**src/rtl/tone_player.sv**
```systemverilog
// tone_player: queued square-wave note player driving the piano buzzer pin.
// Notes of (half-period, duration) are accepted into a small FIFO and played
// one after another. A half-period of 0 is a rest; a duration of 0 skips the
// entry. Defining the macro TONE_GAP_EN adds a silent articulation gap of
// GAP_TICKS ticks after every played note.
module tone_player #(
    parameter int HP_W      = 18,
    parameter int DUR_W     = 12,
    parameter int TICK_DIV  = 100000,
    parameter int DEPTH     = 4,
    parameter int GAP_TICKS = 20
) (
    input  logic                         clk,
    input  logic                         rst_n,
    input  logic                         note_valid,
    output logic                         note_ready,
    input  logic [HP_W-1:0]              note_half,
    input  logic [DUR_W-1:0]             note_dur,
    input  logic                         stop,
    output logic                         speaker,
    output logic                         busy,
    output logic [$clog2(DEPTH+1)-1:0]   level
);

    localparam int AW = $clog2(DEPTH);
    localparam int LW = $clog2(DEPTH+1);
    localparam int PW = (TICK_DIV > 1) ? $clog2(TICK_DIV) : 1;
    localparam logic [PW-1:0] PRESC_LAST = PW'(TICK_DIV - 1);
    localparam logic [LW-1:0] LEVEL_FULL = LW'(DEPTH);

`ifdef TONE_GAP_EN
    typedef enum logic [1:0] {IDLE = 2'd0, PLAY = 2'd1, GAP = 2'd2} state_t;
    localparam logic [DUR_W-1:0] GAP_LAST = DUR_W'(GAP_TICKS - 1);
`else
    typedef enum logic [1:0] {IDLE = 2'd0, PLAY = 2'd1} state_t;
    // The gap length only matters when the gap feature is built in.
    localparam int unused_gap_ticks = GAP_TICKS;
`endif

    // FIFO storage and bookkeeping
    logic [HP_W-1:0]  mem_half_r [DEPTH];
    logic [DUR_W-1:0] mem_dur_r  [DEPTH];
    logic [AW-1:0]    wr_ptr_r;
    logic [AW-1:0]    rd_ptr_r;
    logic [LW-1:0]    count_r;
    logic             full_s;
    logic             empty_s;
    logic             push_s;
    logic             pop_s;
    logic [HP_W-1:0]  head_half_s;
    logic [DUR_W-1:0] head_dur_s;

    // Player state and counters
    state_t           state_r;
    state_t           state_nxt_s;
    state_t           fsm_nxt_s;
    logic             fsm_pop_s;
    logic             play_done_s;
    logic [HP_W-1:0]  cur_half_r;
    logic [DUR_W-1:0] cur_dur_r;
    logic [HP_W-1:0]  phase_r;
    logic [PW-1:0]    presc_r;
    logic [DUR_W-1:0] dur_cnt_r;
    logic             speaker_r;
    logic             tick_wrap_s;

    assign full_s      = (count_r == LEVEL_FULL);
    assign empty_s     = (count_r == {LW{1'b0}});
    assign note_ready  = !full_s && !stop;
    assign push_s      = note_valid && note_ready;
    assign head_half_s = mem_half_r[rd_ptr_r];
    assign head_dur_s  = mem_dur_r[rd_ptr_r];
    assign tick_wrap_s = (presc_r == PRESC_LAST);

    assign speaker = speaker_r;
    assign level   = count_r;
    assign busy    = (state_r != IDLE) || !empty_s;

    // FIFO entry storage; written only on an accepted push.
    always_ff @(posedge clk or negedge rst_n) begin
        if (!rst_n) begin
            for (int i = 0; i < DEPTH; i++) begin
                mem_half_r[i] <= {HP_W{1'b0}};
                mem_dur_r[i]  <= {DUR_W{1'b0}};
            end
        end else if (push_s) begin
            mem_half_r[wr_ptr_r] <= note_half;
            mem_dur_r[wr_ptr_r]  <= note_dur;
        end else begin
            mem_half_r[wr_ptr_r] <= mem_half_r[wr_ptr_r];
            mem_dur_r[wr_ptr_r]  <= mem_dur_r[wr_ptr_r];
        end
    end

    // FIFO pointers and occupancy; stop flushes everything.
    always_ff @(posedge clk or negedge rst_n) begin
        if (!rst_n) begin
            wr_ptr_r <= {AW{1'b0}};
            rd_ptr_r <= {AW{1'b0}};
            count_r  <= {LW{1'b0}};
        end else if (stop) begin
            wr_ptr_r <= {AW{1'b0}};
            rd_ptr_r <= {AW{1'b0}};
            count_r  <= {LW{1'b0}};
        end else begin
            if (push_s) begin
                wr_ptr_r <= wr_ptr_r + AW'(1);
            end else begin
                wr_ptr_r <= wr_ptr_r;
            end
            if (pop_s) begin
                rd_ptr_r <= rd_ptr_r + AW'(1);
            end else begin
                rd_ptr_r <= rd_ptr_r;
            end
            case ({push_s, pop_s})
                2'b10:   count_r <= count_r + LW'(1);
                2'b01:   count_r <= count_r - LW'(1);
                default: count_r <= count_r;
            endcase
        end
    end

    // Player state register.
    always_ff @(posedge clk or negedge rst_n) begin
        if (!rst_n) begin
            state_r <= IDLE;
        end else begin
            state_r <= state_nxt_s;
        end
    end

    // Next-state logic: pop in IDLE, leave PLAY/GAP on their last tick; stop overrides.
    always_comb begin
        fsm_nxt_s   = state_r;
        fsm_pop_s   = 1'b0;
        play_done_s = 1'b0;
        case (state_r)
            IDLE: begin
                if (!empty_s) begin
                    fsm_pop_s = 1'b1;
                    if (head_dur_s != {DUR_W{1'b0}}) begin
                        fsm_nxt_s = PLAY;
                    end else begin
                        fsm_nxt_s = IDLE;
                    end
                end else begin
                    fsm_nxt_s = IDLE;
                end
            end
            PLAY: begin
                if (tick_wrap_s && (dur_cnt_r == cur_dur_r - DUR_W'(1))) begin
                    play_done_s = 1'b1;
`ifdef TONE_GAP_EN
                    fsm_nxt_s   = GAP;
`else
                    fsm_nxt_s   = IDLE;
`endif
                end else begin
                    fsm_nxt_s = PLAY;
                end
            end
`ifdef TONE_GAP_EN
            GAP: begin
                if (tick_wrap_s && (dur_cnt_r == GAP_LAST)) begin
                    fsm_nxt_s = IDLE;
                end else begin
                    fsm_nxt_s = GAP;
                end
            end
`endif
            default: begin
                fsm_nxt_s = IDLE;
            end
        endcase
        state_nxt_s = stop ? IDLE : fsm_nxt_s;
        pop_s       = fsm_pop_s && !stop;
    end

    // Note datapath: load on pop, run phase/tick/duration counters, drive the speaker.
    always_ff @(posedge clk or negedge rst_n) begin
        if (!rst_n) begin
            cur_half_r <= {HP_W{1'b0}};
            cur_dur_r  <= {DUR_W{1'b0}};
            phase_r    <= {HP_W{1'b0}};
            presc_r    <= {PW{1'b0}};
            dur_cnt_r  <= {DUR_W{1'b0}};
            speaker_r  <= 1'b0;
        end else if (stop) begin
            phase_r    <= {HP_W{1'b0}};
            presc_r    <= {PW{1'b0}};
            dur_cnt_r  <= {DUR_W{1'b0}};
            speaker_r  <= 1'b0;
        end else if (pop_s) begin
            cur_half_r <= head_half_s;
            cur_dur_r  <= head_dur_s;
            phase_r    <= {HP_W{1'b0}};
            presc_r    <= {PW{1'b0}};
            dur_cnt_r  <= {DUR_W{1'b0}};
            speaker_r  <= 1'b0;
        end else if (state_r == PLAY) begin
            if (play_done_s) begin
                // Silence from this edge; counters restart for the gap, if any.
                phase_r   <= {HP_W{1'b0}};
                presc_r   <= {PW{1'b0}};
                dur_cnt_r <= {DUR_W{1'b0}};
                speaker_r <= 1'b0;
            end else begin
                if (tick_wrap_s) begin
                    presc_r   <= {PW{1'b0}};
                    dur_cnt_r <= dur_cnt_r + DUR_W'(1);
                end else begin
                    presc_r   <= presc_r + PW'(1);
                end
                if (phase_r == cur_half_r) begin
                    phase_r <= {HP_W{1'b0}};
                    // A rest (half-period 0) keeps the pin low.
                    if (cur_half_r != {HP_W{1'b0}}) begin
                        speaker_r <= ~speaker_r;
                    end else begin
                        speaker_r <= 1'b0;
                    end
                end else begin
                    phase_r <= phase_r + HP_W'(1);
                end
            end
`ifdef TONE_GAP_EN
        end else if (state_r == GAP) begin
            speaker_r <= 1'b0;
            if (tick_wrap_s) begin
                presc_r <= {PW{1'b0}};
                if (dur_cnt_r == GAP_LAST) begin
                    dur_cnt_r <= {DUR_W{1'b0}};
                end else begin
                    dur_cnt_r <= dur_cnt_r + DUR_W'(1);
                end
            end else begin
                presc_r <= presc_r + PW'(1);
            end
`endif
        end else begin
            speaker_r <= 1'b0;
        end
    end

endmodule

```
**config.mk**
```make
export PLATFORM = sky130hd
export DESIGN_NAME = tone_player
export DESIGN_NICKNAME = d
export VERILOG_FILES = /design/src/rtl/tone_player.sv
export SDC_FILE = /design/constraint.sdc
export NUM_CORES = 1
export LEC_CHECK = 0
export ABC_AREA = 1
export CORE_MARGIN = 4
export CORE_UTILIZATION = 30
export CTS_BUF_LIST = sky130_fd_sc_hd__clkbuf_4
export DETAILED_ROUTE_END_ITERATION = 8
export PLACE_DENSITY = 0.45
export SLEW_MARGIN = 10
export SYNTH_ARGS = -nofsm -noshare
export SYNTH_HDL_FRONTEND = slang
export SYNTH_SLANG_ARGS = --single-unit
```
**constraint.sdc**
```tcl
create_clock -name clk -period 5.6 [get_ports clk]
set_input_delay 1.12 -clock clk [delete_from_list [all_inputs] [get_ports clk]]
set_output_delay 1.12 -clock clk [all_outputs]
set_load 0.02 [all_outputs]
```
==> flow_metrics.env, run 1 <==
export IMPL_rows=71
export IMPL_cts_buffers=60
export IMPL_final_layout_size_suffix_gt1_share_pct=9.38
export IMPL_nFillCells=4123
export IMPL_synth_area_per_cell_um2=7.47
export IMPL_setup_viol=0
export IMPL_finClkSkew_ns=0.0956
export IMPL_synth_edff_count=0
export IMPL_dp_hpwl_mm=20.2
export IMPL_die_y_um=204
export IMPL_hold_viol_final=0
export IMPL_grt_max_degree=108
export IMPL_critical_path_class="input port to output port"
export IMPL_track_usage_pct=16.1
export IMPL_power_internal_mw=3.62
export IMPL_cts_tree="yes"
export IMPL_layout_nets=1621
export IMPL_ys_warn_count=0
export IMPL_grt_ovfl_total=0
export IMPL_switchingPower_mw=2.87
export IMPL_seq_area_um2=5160
export IMPL_vias_per_cell=4.82
export IMPL_p_leak_nw=5.94
export IMPL_gp_congestion=0.778
export IMPL_pre_cts_ws_ns=1.72
export IMPL_synth_cells=1547
export IMPL_cts_htree_levels=2
export IMPL_worst_path_max_fanout=7
export IMPL_antenna_found_initial=1
export IMPL_die_area_um2=41700
export IMPL_clock_sinks=206
export IMPL_layout_commonest_cell="nand2_1"
export IMPL_combPwrFrac_pct=39.9
export IMPL_ys_seq_area_share_pct=44.6
export IMPL_maxCapViolations=0
export IMPL_wl_mm=33.2
export IMPL_layout_cells_non_filler=2132
export IMPL_synthesis_nets=1590
export IMPL_critPathRequiredTime_ns=4.48
export IMPL_worst_slew_pin_slew_ns=1.11
export IMPL_rsz0062_at_grt="no"
export IMPL_io_pins=40
export IMPL_fin_crit_ns=3.89
export IMPL_multiInputGateArea_um2=5600
export IMPL_relSlewSlack_pct=26.0
export IMPL_pwr_share_clk_pct=21.4
export IMPL_synth_ff_type="dfrtp_1"
export IMPL_worstPathArrival_ns=2.77
export IMPL_die_w_um=204
export IMPL_ctsResizeCount=0
export IMPL_irDropWorstVdd_uv=198
export IMPL_drtIter0Drc=685
export IMPL_cts_root_buf="clkbuf_4"
export IMPL_timing_final_crit_share_pct=69.5
export IMPL_clk_latency_ns=0.82
export IMPL_clkTransAtPathRegs_ns=0.07
export IMPL_layout_common_cells="nand2_1, o21ai_0, dfrtp_1"
export IMPL_fin_setup_tns_ns=0
export IMPL_cts_buffer_depth=3
export IMPL_cts_hold_buffers=0
export IMPL_status="finished, final reports clean"
export IMPL_via_count=10280
export IMPL_dr_pass1_iters=5
export IMPL_core_area_um2=37800
export IMPL_cp_start_kind="input port"
export IMPL_grt_pass1_vias=10040
export IMPL_ys_ff_latch=206
export IMPL_ant_nets=0
export IMPL_power_density_nw_per_um2=497
export IMPL_drc_errors=0
export IMPL_setup_slack_ns=1.71
export IMPL_switching_share_pct=44.2
export IMPL_finalMaxSlewViolations=0
export IMPL_hp_class="input port to asynchronous set/reset pin"
export IMPL_port_buffers=39
export IMPL_fmax_mhz=257
export IMPL_synth_cell_type_count=41
export IMPL_start_util_pct=30.5
export IMPL_dp_cells=2027
export IMPL_seqPwrFrac_pct=38.6
export IMPL_avgRoutedWirePerCell_um=15.6
export IMPL_syn2layout_area_growth_pct=12.9
export IMPL_synthesis_area_um2=11600
export IMPL_async_flop_share_pct=100
export IMPL_cp_end_kind="output port"
export IMPL_grt_pass1_wl_mm=54.6
export IMPL_postCtsSetupBuffers=0
stage by stage:
| step | hold slack (ns) | instance area, µm² | total power, mW | util, % |
|---|---|---|---|---|
| final | 0.420 | 13100 | 6.49 | 34.5 |
| after global placement | 0.473 | 12300 | 5.10 | 32.6 |
| after CTS | 0.404 | 13000 | 6.58 | 34.5 |
| after global routing | 0.459 | 13100 | 7.14 | 34.5 |
| after floorplan | 0.453 | 11600 | 4.30 | - |
| after detailed placement | 0.473 | 12300 | 5.13 | 32.6 |
kinds of logic (layout without fill, tap and decap cells):
kind of cell	Yosys count	in the layout	share of synthesized area, %
buffers and inverters	200	273	7.01
flip-flops	206	206	44.6
multiplexers	30	30	2.60
other	0	1	0
AO/OA/AOI/OAI	419	419	18.7
XOR/XNOR	33	33	2.62
adder cells (fa/ha/maj)	9	9	1.04
AND/OR/NAND/NOR	650	650	23.4
cells in the mapped netlist (2+ instances only):
| cell type | instances | area (µm²) |
|---|---|---|
| nand3_2 | 11 | 110 |
| buf_6 | 3 | 33.8 |
| nor3_1 | 26 | 130 |
| xor2_1 | 26 | 228 |
| clkbuf_1 | 53 | 199 |
| nand2_1 | 373 | 1400 |
| nand3_1 | 38 | 190 |
| o21ai_0 | 299 | 1500 |
| nor2_1 | 160 | 601 |
| xnor2_1 | 6 | 52.6 |
| inv_2 | 6 | 22.5 |
| mux2i_1 | 30 | 300 |
| a21oi_1 | 64 | 320 |
| o21ai_2 | 6 | 52.6 |
| dfrtp_1 | 206 | 5150 |
| nor3b_1 | 3 | 22.5 |
| buf_4 | 4 | 30.0 |
| o21bai_1 | 2 | 15.0 |
| nor2_2 | 7 | 43.8 |
| nand2_2 | 11 | 68.8 |
| o22ai_1 | 12 | 75.1 |
| a211oi_1 | 2 | 15.0 |
| ha_1 | 8 | 100 |
| o21ai_1 | 28 | 140 |
| buf_1 | 2 | 7.51 |
| buf_2 | 17 | 85.1 |
| inv_1 | 114 | 428 |
| or2_2 | 2 | 12.5 |
| nand4_1 | 14 | 87.6 |
| nor4_1 | 3 | 18.8 |
worst max-delay path: stages:
cell and delay [ns]:
clkdlybuf4s50_1 0.60, inv_2 0.21, o31ai_1 0.09, inv_1 0.12, clkdlybuf4s50_1 0.62
final timing paths:
| kind | startpoint | end | slack (ns) | cells after the start |
|---|---|---|---|---|
| max | stop | note_ready | 1.71 | 5 |
| min | rst_n | dur_cnt_r[0] | 0.42 | 1 |
| max reg2reg | cur_dur_r[0] | phase_r[13] | 2.78 | 13 |
| min reg2reg | mem_half_r[49] | mem_half_r[49] | 0.48 | 2 |
| max in group asynchronous | rst_n | mem_half_r[40] | 4.12 | 2 |
| min in group clk | mem_half_r[49] | mem_half_r[49] | 0.48 | 2 |
registers in the layout, summed over array words and instances (netlist names):
| name | cells |
|---|---|
| mem_half_r | 72 |
| mem_dur_r | 48 |
| cur_half_r | 18 |
| phase_r | 18 |
| presc_r | 17 |
| cur_dur_r | 12 |
| dur_cnt_r | 12 |
| level | 3 |
| rd_ptr_r | 2 |
| wr_ptr_r | 2 |
| speaker | 1 |
| state_r | 1 |
metal layers:
metal	track usage, %	wire length, µm	vias to the layer above
met5	0	0	-
met4	5.03	630	0
met3	2.98	1520	49
met2	24.9	14500	222
met1	23.1	16600	4828
li1	-	-	5181
power by group through the flow:
stage / Sequential (mW) / Clock, mW / Combinational (mW)
2_1_floorplan: 2.41 / 0 / 1.90
3_3_place_gp: 2.52 / 0 / 2.58
3_5_place_dp: 2.52 / 0 / 2.60
4_1_cts: 2.50 / 1.47 / 2.62
5_1_grt: 2.59 / 1.54 / 3.01
6_report: 2.51 / 1.39 / 2.59
cell type report:
class / instances / share of cell area (%)
Timing Repair Buffer: 48 / 3.63
Antenna cell: 1 / 0.0192
Sequential cell: 206 / 39.5
Tap cell: 511 / 4.90
Multi-Input combinational cell: 1141 / 42.9
Clock buffer: 86 / 4.95
Inverter: 121 / 3.48
Clock inverter: 18 / 0.604
No activity file was read; power rests on OpenSTA's default activity.
==> inputs of run 2 (changes only) <==
Clock period 5.6 ns to 4.03 ns, I/O delays scaled along.
==> run 2 against run 1 <==
  * Worst setup slack got worse by 0.86 ns
  * Register-to-register slack lost 1.5 ns
  * Final area increased by 0.52%
  * Cell count about the same
  * Power is 39% higher
  * Combinational power rose by 39%
  * Critical path depth is the same
  * Clock-buffer cell count rose by 4
  * Flip-flop and latch count stayed put
  * Sequential power rose by 39%
  * Sequential share of layout area is 0.20 points lower
  * Core utilization increased by 0.18 points
  * Largest power group unchanged
==> flow_metrics.env, run 2 (synthesis gave the netlist of run 1 again) <==
export IMPL_status="finished, final reports clean"
export IMPL_setup_viol=0
export IMPL_grt_pass1_wl_mm=54.9
export IMPL_layout_commonest_cell="nand2_1"
export IMPL_layout_common_cells="nand2_1, o21ai_0, dfrtp_1"
export IMPL_grt_pass1_vias=10158
export IMPL_cts_buffer_depth=3
export IMPL_maxCapViolations=0
export IMPL_r2r_setup_slack_ns=1.28
export IMPL_cts_buffers=61
export IMPL_setup_slack_ns=0.845
export IMPL_cts_root_buf="clkbuf_4"
export IMPL_antenna_found_initial=1
export IMPL_postCtsSetupBuffers=0
export IMPL_fin_setup_tns_ns=0
export IMPL_drtIter0Drc=507
export IMPL_ctsResizeCount=0
export IMPL_port_buffers=39
export IMPL_critPathRequiredTime_ns=3.22
export IMPL_cp_end_kind="output port"
export IMPL_start_util_pct=30.5
export IMPL_clkTransAtPathRegs_ns=0.06
export IMPL_fin_crit_ns=3.19
export IMPL_syn2layout_area_growth_pct=13.5
export IMPL_regMostFlops="mem_half_r"
export IMPL_worst_slew_pin_slew_ns=1.08
export IMPL_ant_nets=0
export IMPL_placed_area_um2=12400
export IMPL_clk_latency_ns=0.80
export IMPL_power_mw=9.05
export IMPL_dp_cells=2033
export IMPL_track_usage_pct=16.1
export IMPL_irDropWorstVdd_uv=239
export IMPL_fin_area_um2=13100
export IMPL_grt_max_degree=87
export IMPL_gp_congestion=0.789
export IMPL_die_y_um=204
export IMPL_hold_viol_final=0
export IMPL_reg2reg_from="cur_dur_r[0]"
export IMPL_io_pins=40
export IMPL_clock_sinks=206
export IMPL_critical_path_class="input port to output port"
export IMPL_dr_pass1_iters=5
export IMPL_power_internal_mw=5.07
export IMPL_relSlewSlack_pct=28.1
export IMPL_seqPwrFrac_pct=38.6
export IMPL_finClkSkew_ns=0.0618
export IMPL_dp_hpwl_mm=20.7
export IMPL_combPwrFrac_pct=39.9
export IMPL_largest_reg_flops=72
export IMPL_timing_final_crit_share_pct=79.0
export IMPL_largest_registers="mem_half_r (72), mem_dur_r (48)"
export IMPL_cts_htree_levels=2
export IMPL_final_layout_size_suffix_gt1_share_pct=9.95
export IMPL_finalMaxSlewViolations=0
export IMPL_drc_errors=0
export IMPL_rsz0062_at_grt="no"
export IMPL_fmax_mhz=314
export IMPL_die_area_um2=41700
export IMPL_layout_nets=1628
export IMPL_pre_cts_ws_ns=0.837
export IMPL_die_w_um=204
export IMPL_cts_tree="yes"
export IMPL_switching_share_pct=43.9
export IMPL_hp_class="input port to asynchronous set/reset pin"
export IMPL_hold_worst_slack_ns=0.0775
export IMPL_post_route_util_pct=34.7
export IMPL_cp_start_kind="input port"
export IMPL_layout_cells_non_filler=2131
export IMPL_wl_mm=33.3
export IMPL_switchingPower_mw=3.97
export IMPL_grt_ovfl_total=0
export IMPL_p_leak_nw=5.98
export IMPL_nFillCells=4176
export IMPL_worstRegToRegCells=13
export IMPL_via_count=10298
export IMPL_pwr_share_clk_pct=21.5
export IMPL_worstPathArrival_ns=2.38
export IMPL_power_density_nw_per_um2=690
export IMPL_worst_path_max_fanout=7
export IMPL_rows=71
export IMPL_cts_hold_buffers=0
export IMPL_reg2reg_to="dur_cnt_r[10]"
export IMPL_vias_per_cell=4.83
export IMPL_core_area_um2=37800
export IMPL_avgRoutedWirePerCell_um=15.6
[run 2: how the worst max path moves through the flow]
stage	start	depth (start not counted)	endpoint	slack (ns)
3_5_place_dp	stop	5	note_ready	0.84
2_1_floorplan	stop	11	level[2]	1.67
6_report	stop	5	note_ready	0.84
3_3_place_gp	stop	5	note_ready	0.84
5_1_grt	stop	5	note_ready	0.75
4_1_cts	stop	5	note_ready	0.84
[run 2: power by group through the flow]
stage	Combinational, mW	Clock [mW]	Sequential, mW
final	3.61	1.94	3.49
after CTS	3.65	2.06	3.49
after detailed placement	3.64	0	3.52
after floorplan	2.64	0	3.34
after global placement	3.59	0	3.51
after global routing	4.18	2.15	3.62
[run 2: cell type report]
class	count	area (µm²)	area share [%]
Sequential cell	206	5160	39.3
Multi-Input combinational cell	1141	5600	42.7
Clock inverter	6	31.3	0.238
Timing Repair Buffer	54	557	4.24
Clock buffer	90	676	5.15
Antenna cell	2	5.00	0.0382
Inverter	121	454	3.46
Tap cell	511	639	4.87
[run 2: per-layer routing]
metal	track usage, %	vias up	share of wire [%]
met1	23.2	4857	50
li1	-	5187	-
met2	24.5	192	43
met4	5.48	0	2.6
met5	0	-	0
met3	2.95	62	4.4
[run 2: critical path, cell delays in order]
cell,delay [ns]
clkdlybuf4s50_1,0.58
inv_2,0.20
o31ai_1,0.09
inv_1,0.09
clkdlybuf4s50_1,0.62
==> RTL edit 1, RTL diff (settings of run 2) <==
`TICK_DIV`: 100000 -> 200000.
--- a/src/rtl/tone_player.sv
+++ b/src/rtl/tone_player.sv
@@ -7,5 +7,5 @@
     parameter int HP_W      = 18,
     parameter int DUR_W     = 12,
-    parameter int TICK_DIV  = 100000,
+    parameter int TICK_DIV  = 200000,
     parameter int DEPTH     = 4,
     parameter int GAP_TICKS = 20
Function: same outputs for any inputs over 4 cycles, from zero or initial values and one cycle with rst_n low; that may be too few to reach the edited logic, so the function may still have changed.
==> RTL edit 1 against run 2 <==
Via count decreased by 2.3%; power is 0.30% lower; sequential cell count rose by 1; design area shrank 0.30%; count of clock-buffer cells in the layout rose by 1; core utilization up 0.061 points; wire length shrank 3.4%; die area is 0.85% lower; worst setup slack better by 0.026 ns; combinational power fell by 3%; sequential power about the same; register-to-register slack gained 0.36 ns; synthesized area is 0.89% lower; critical path type unchanged.
==> RTL edit 1: results (changes against run 2) <==
| Metric | Value |
|---|---|
| Status | `finished, final reports clean (unchanged)` |
| Yosys cell types | `43 (was 41)` |
| Worst Skew | `0.0705 ns (was 0.0618 ns)` |
| Syn Nets | `1568 (was 1590)` |
| H-Tree Depth | `2 (unchanged)` |
| P_leak | `0.00599 uW (was 0.00598 uW)` |
| DR iter-0 viols | `627 (was 507)` |
| Post-synthesis sequential area ratio | `45.2% (was 44.6%)` |
| Largest net degree at the start of global routing | `100 (was 87)` |
| Synthesis Warnings | `0 (unchanged)` |
| Cts repair resizes | `0 (unchanged)` |
| First-pass GRT wire length | `53700 um (was 54900 um)` |
| Worst-path maximum fanout | `7 (unchanged)` |
| Cts bufs inserted | `61 (unchanged)` |
| Maximum vdd ir drop | `259 uV (was 239 uV)` |
| First-pass DRT Iterations | `5 (unchanged)` |
| Commonest cells post-synth | `nand2_1, o21ai_0, dfrtp_1 (unchanged)` |
| DP Wirelength | `20500 um (was 20700 um)` |
| Async SR Flop Fraction | `100% (unchanged)` |
| Clock tree buffer depth | `3 (unchanged)` |
| IO buf count | `39 (unchanged)` |
| Routed vias/inst | `4.75 (was 4.83)` |
| Initial antenna violation count | `1 (unchanged)` |
| Top post-synthesis cells by area | `dfrtp_1, nand2_1, o21ai_0 (was dfrtp_1, o21ai_0, nand2_1)` |
| Post-DRT Antenna Nets | `0 (unchanged)` |
| Synth Area in Adders | `1.05% (was 1.04%)` |
| Post-synthesis xor/xnor area fraction | `2.60% (was 2.62%)` |
| Post-synthesis compound-gate area fraction | `18.7% (about the same)` |
| Final wirelength | `32200 um (was 33300 um)` |
| Share of layout cells above drive strength 1 | `9.53% (was 9.95%)` |
| HP Class | `in2async (unchanged)` |
| Reg clk slew, reported paths | `~0.07 ns` |
| Slew @ Worst Pin | `1.07 ns (was 1.08 ns)` |
| Root Buffer | `clkbuf_4 (unchanged)` |
| Vias in the first global route | `10100 (was 10200)` |
| Largest registers | `mem_half_r (72), mem_dur_r (48) (unchanged)` |
| CP arrival | `2.35 ns (was 2.38 ns)` |
| Setup bufs post-CTS | `0 (unchanged)` |
| Multiplexer share of the synthesized area | `2.62% (was 2.60%)` |
| Clk_lat worst skew | `0.80 ns (about the same)` |
| RD Place Congestion | `0.789 (about the same)` |
| Total GRT Usage | `15.9% (was 16.1%)` |
| Final min period | `3.16 ns (was 3.19 ns)` |
| DP Worst Slack | `0.882 ns (was 0.837 ns)` |
==> RTL edit 1: cell types whose count changed in the layout (fill, tap and decap cells not counted), moves of 9 or more <==
cell	change
o21ai_0	-12
nand2_1	+13
o21ai_1	+9
nor3_1	-12
nor2_1	-23
a21oi_1	+16
nand3_2	-10
==> RTL edit 1: logic make-up after synthesis <==
kind of cell    after synthesis
fa+ha+maj                     9
xor+xnor                     34
mux                          30
simple gates                627
flops                       207
buf+inv                     198
compound gates              420
==> RTL edit 1: final timing paths <==
kind / from / to / slack [ns] / depth (start not counted)
setup / recovery: stop / note_ready / 0.87 / 5
hold / removal: rst_n / presc_r[14] / 0.05 / 1
setup reg to reg: cur_dur_r[0] / phase_r[15] / 1.64 / 13
hold reg to reg: mem_half_r[51] / mem_half_r[51] / 0.48 / 2
max in group asynchronous: rst_n / cur_half_r[12] / 2.99 / 2
min in group clk: mem_half_r[51] / mem_half_r[51] / 0.48 / 2
==> RTL edit 1: per-stage QoR <==
stage / area [um2] / instances
3_5_place_dp: 12300 / 2015
5_1_grt: 13100 / 2117
2_1_floorplan: 11500 / 1525
3_3_place_gp: 12300 / 2015
4_1_cts: 13100 / 2116
6_report: 13100 / 2117
==> RTL edit 1: routing by layer <==
layer / global-route usage [%] / part of all wire, % / up-vias / wire (um)
li1: - / - / 5128 / -
met1: 22.6 / 50 / 4722 / 16100
met2: 24.9 / 45 / 163 / 14300
met3: 2.75 / 3.4 / 50 / 1090
met4: 5.11 / 2.0 / 0 / 640
met5: 0 / 0 / - / 0
==> RTL edit 1: final cells by class <==
type	instances	area (um2)
clock inverters	10	73.8
inverters	116	435
fillers	4070	24600
repair buffers	61	598
clock buffers	91	683
flip-flops and latches	207	5180
well taps	511	639
multi-input cells	1120	5460
diodes	1	2.50
==> RTL edit 1: critical path, cell delays in order <==
cell and delay [ns]:
clkdlybuf4s50_1 0.59, inv_2 0.19, o31ai_1 0.10, inv_2 0.07, clkdlybuf4s50_1 0.59
==> RTL edit 1: power breakdown <==
group          total (uW)  internal, uW  switching, uW
Clock                2020          1080            943
Combinational        3500          1200           2290
Sequential           3500          2870            624
==> RTL edit 2, RTL diff (flow settings as in run 2) <==
Made on the original files. Make the reset (`rst_n`) synchronous in 4 clocked blocks.
--- a/src/rtl/tone_player.sv
+++ b/src/rtl/tone_player.sv
@@ -78,5 +78,5 @@
 
     // FIFO entry storage; written only on an accepted push.
-    always_ff @(posedge clk or negedge rst_n) begin
+    always_ff @(posedge clk) begin
         if (!rst_n) begin
             for (int i = 0; i < DEPTH; i++) begin
@@ -94,5 +94,5 @@
 
     // FIFO pointers and occupancy; stop flushes everything.
-    always_ff @(posedge clk or negedge rst_n) begin
+    always_ff @(posedge clk) begin
         if (!rst_n) begin
             wr_ptr_r <= {AW{1'b0}};
@@ -123,5 +123,5 @@
 
     // Player state register.
-    always_ff @(posedge clk or negedge rst_n) begin
+    always_ff @(posedge clk) begin
         if (!rst_n) begin
             state_r <= IDLE;
@@ -179,5 +179,5 @@
 
     // Note datapath: load on pop, run phase/tick/duration counters, drive the speaker.
-    always_ff @(posedge clk or negedge rst_n) begin
+    always_ff @(posedge clk) begin
         if (!rst_n) begin
             cur_half_r <= {HP_W{1'b0}};
Formal check against the unedited RTL: differs if rst_n is asserted again (counterexample within 4 cycles, from zero or initial values and one cycle with rst_n low); with rst_n held inactive, the same outputs for 4 cycles.
==> RTL edit 2 against run 2 <==
Sequential share of layout area grew 5.7 points; first-iteration DRC count decreased by 28%; design area is 9.1% lower; sequential cell count increased by 2; synthesized area shrank 10%; worst setup slack improved by 0.11 ns; wire length decreased by 20%; critical path type is now reg2out; highest routed layer unchanged; count of clock-buffer cells in the layout down 6.
Power is not compared: it rests on default switching activity, and its combinational part moved more than twofold at a synthesized area within 25%.
==> RTL edit 2: results (changes against run 2) <==
| Metric | Value |
|---|---|
| Total GRT Usage | `14.3% (was 16.1%)` |
| DP Wirelength | `17100 um (was 20700 um)` |
| Worst Skew | `0.0536 ns (was 0.0618 ns)` |
| Worst reg2reg path depth | `5 (was 13)` |
| Synth Area in Adders | `0.798% (was 1.04%)` |
| Final wirelength | `26700 um (was 33300 um)` |
| RD Place Congestion | `0.790 (was 0.789)` |
| Top post-synthesis cells by area | `edfxtp_1, dfxtp_1, nor2_1 (was dfrtp_1, o21ai_0, nand2_1)` |
| Post-synthesis sequential area ratio | `51.9% (was 44.6%)` |
| DP Worst Slack | `0.943 ns (was 0.837 ns)` |
| CP Capture Point | `busy (was note_ready)` |
| Worst-path maximum fanout | `4 (was 7)` |
| Vias in the first global route | `8390 (was 10200)` |
| Clk_lat worst skew | `0.74 ns (was 0.80 ns)` |
| Routed vias/inst | `4.54 (was 4.83)` |
| Number of synthesized flops with an enable pin | `120 (was 0)` |
| Status | `finished, final reports clean (unchanged)` |
| DR iter-0 viols | `364 (was 507)` |
| RR Startpoint | `rd_ptr_r[1] (was cur_dur_r[0])` |
| Critical Path Start | `level[2] (was stop)` |
| Post-synthesis xor/xnor area fraction | `4.06% (was 2.62%)` |
| Async SR Flop Fraction | `0% (was 100%)` |
| P_leak | `0.00468 uW` |
| Relative slew slack | `40.8% (was 28.1%)` |
| Reg2reg end | `cur_half_r[1] (was dur_cnt_r[10])` |
| Met3 WL post-DR | `1090 um (was 1470 um)` |
| Met2 wire length | `12500 um (was 14200 um)` |
| Post-synthesis compound-gate area fraction | `10.7% (was 18.7%)` |
| Multiplexer share of the synthesized area | `0% (was 2.60%)` |
| Cts bufs inserted | `59 (was 61)` |
| Synth Flop Type | `edfxtp_1 (was dfrtp_1)` |
| First-pass GRT wire length | `43800 um (was 54900 um)` |
| Fin nets | `1339 (was 1628)` |
| Share of layout cells above drive strength 1 | `12.9% (was 9.95%)` |
| R2R setup slack | `1.76 ns (was 1.28 ns)` |
| Commonest cells post-synth | `nor2_1, nand2_1, inv_1 (was nand2_1, o21ai_0, dfrtp_1)` |
| Largest net degree at the start of global routing | `39 (was 87)` |
| Final min period | `3.07 ns (was 3.19 ns)` |
-- RTL edit 2: per-layer routing --
metal  GRT usage (%)  up-vias
met5               0        -
met4            4.59        0
met3            2.90       47
met2            24.5      128
met1            18.1     3805
li1                -     4196
-- RTL edit 2: worst max-delay path: stages (launching register included) --
cell             delay, ns
dfxtp_1               0.36
nor3_1                0.50
nand2_1               0.10
clkdlybuf4s50_1       0.60
-- RTL edit 2: through the flow --
stage	utilization [%]	instance area [um2]	total power [uW]	hold WS, ns	std cells
finish	35.3	11900	4660	0.489	1800
global route	35.3	11900	4920	0.521	1800
CTS	35.3	11900	4760	0.491	1798
detailed placement	33.1	11200	2800	0.482	1686
global placement	33.1	11200	2800	0.477	1686
floorplan	-	10300	2660	0.454	1237
-- RTL edit 2: layout make-up --
type / count / area [um2]
antenna: 2 / 5.00
timing repair buffer: 53 / 508
fill: 3552 / 21900
sequential: 208 / 5370
inverter: 173 / 649
multi-input combinational: 804 / 4090
clock inverter: 28 / 120
clock buffer: 84 / 631
tap: 448 / 561
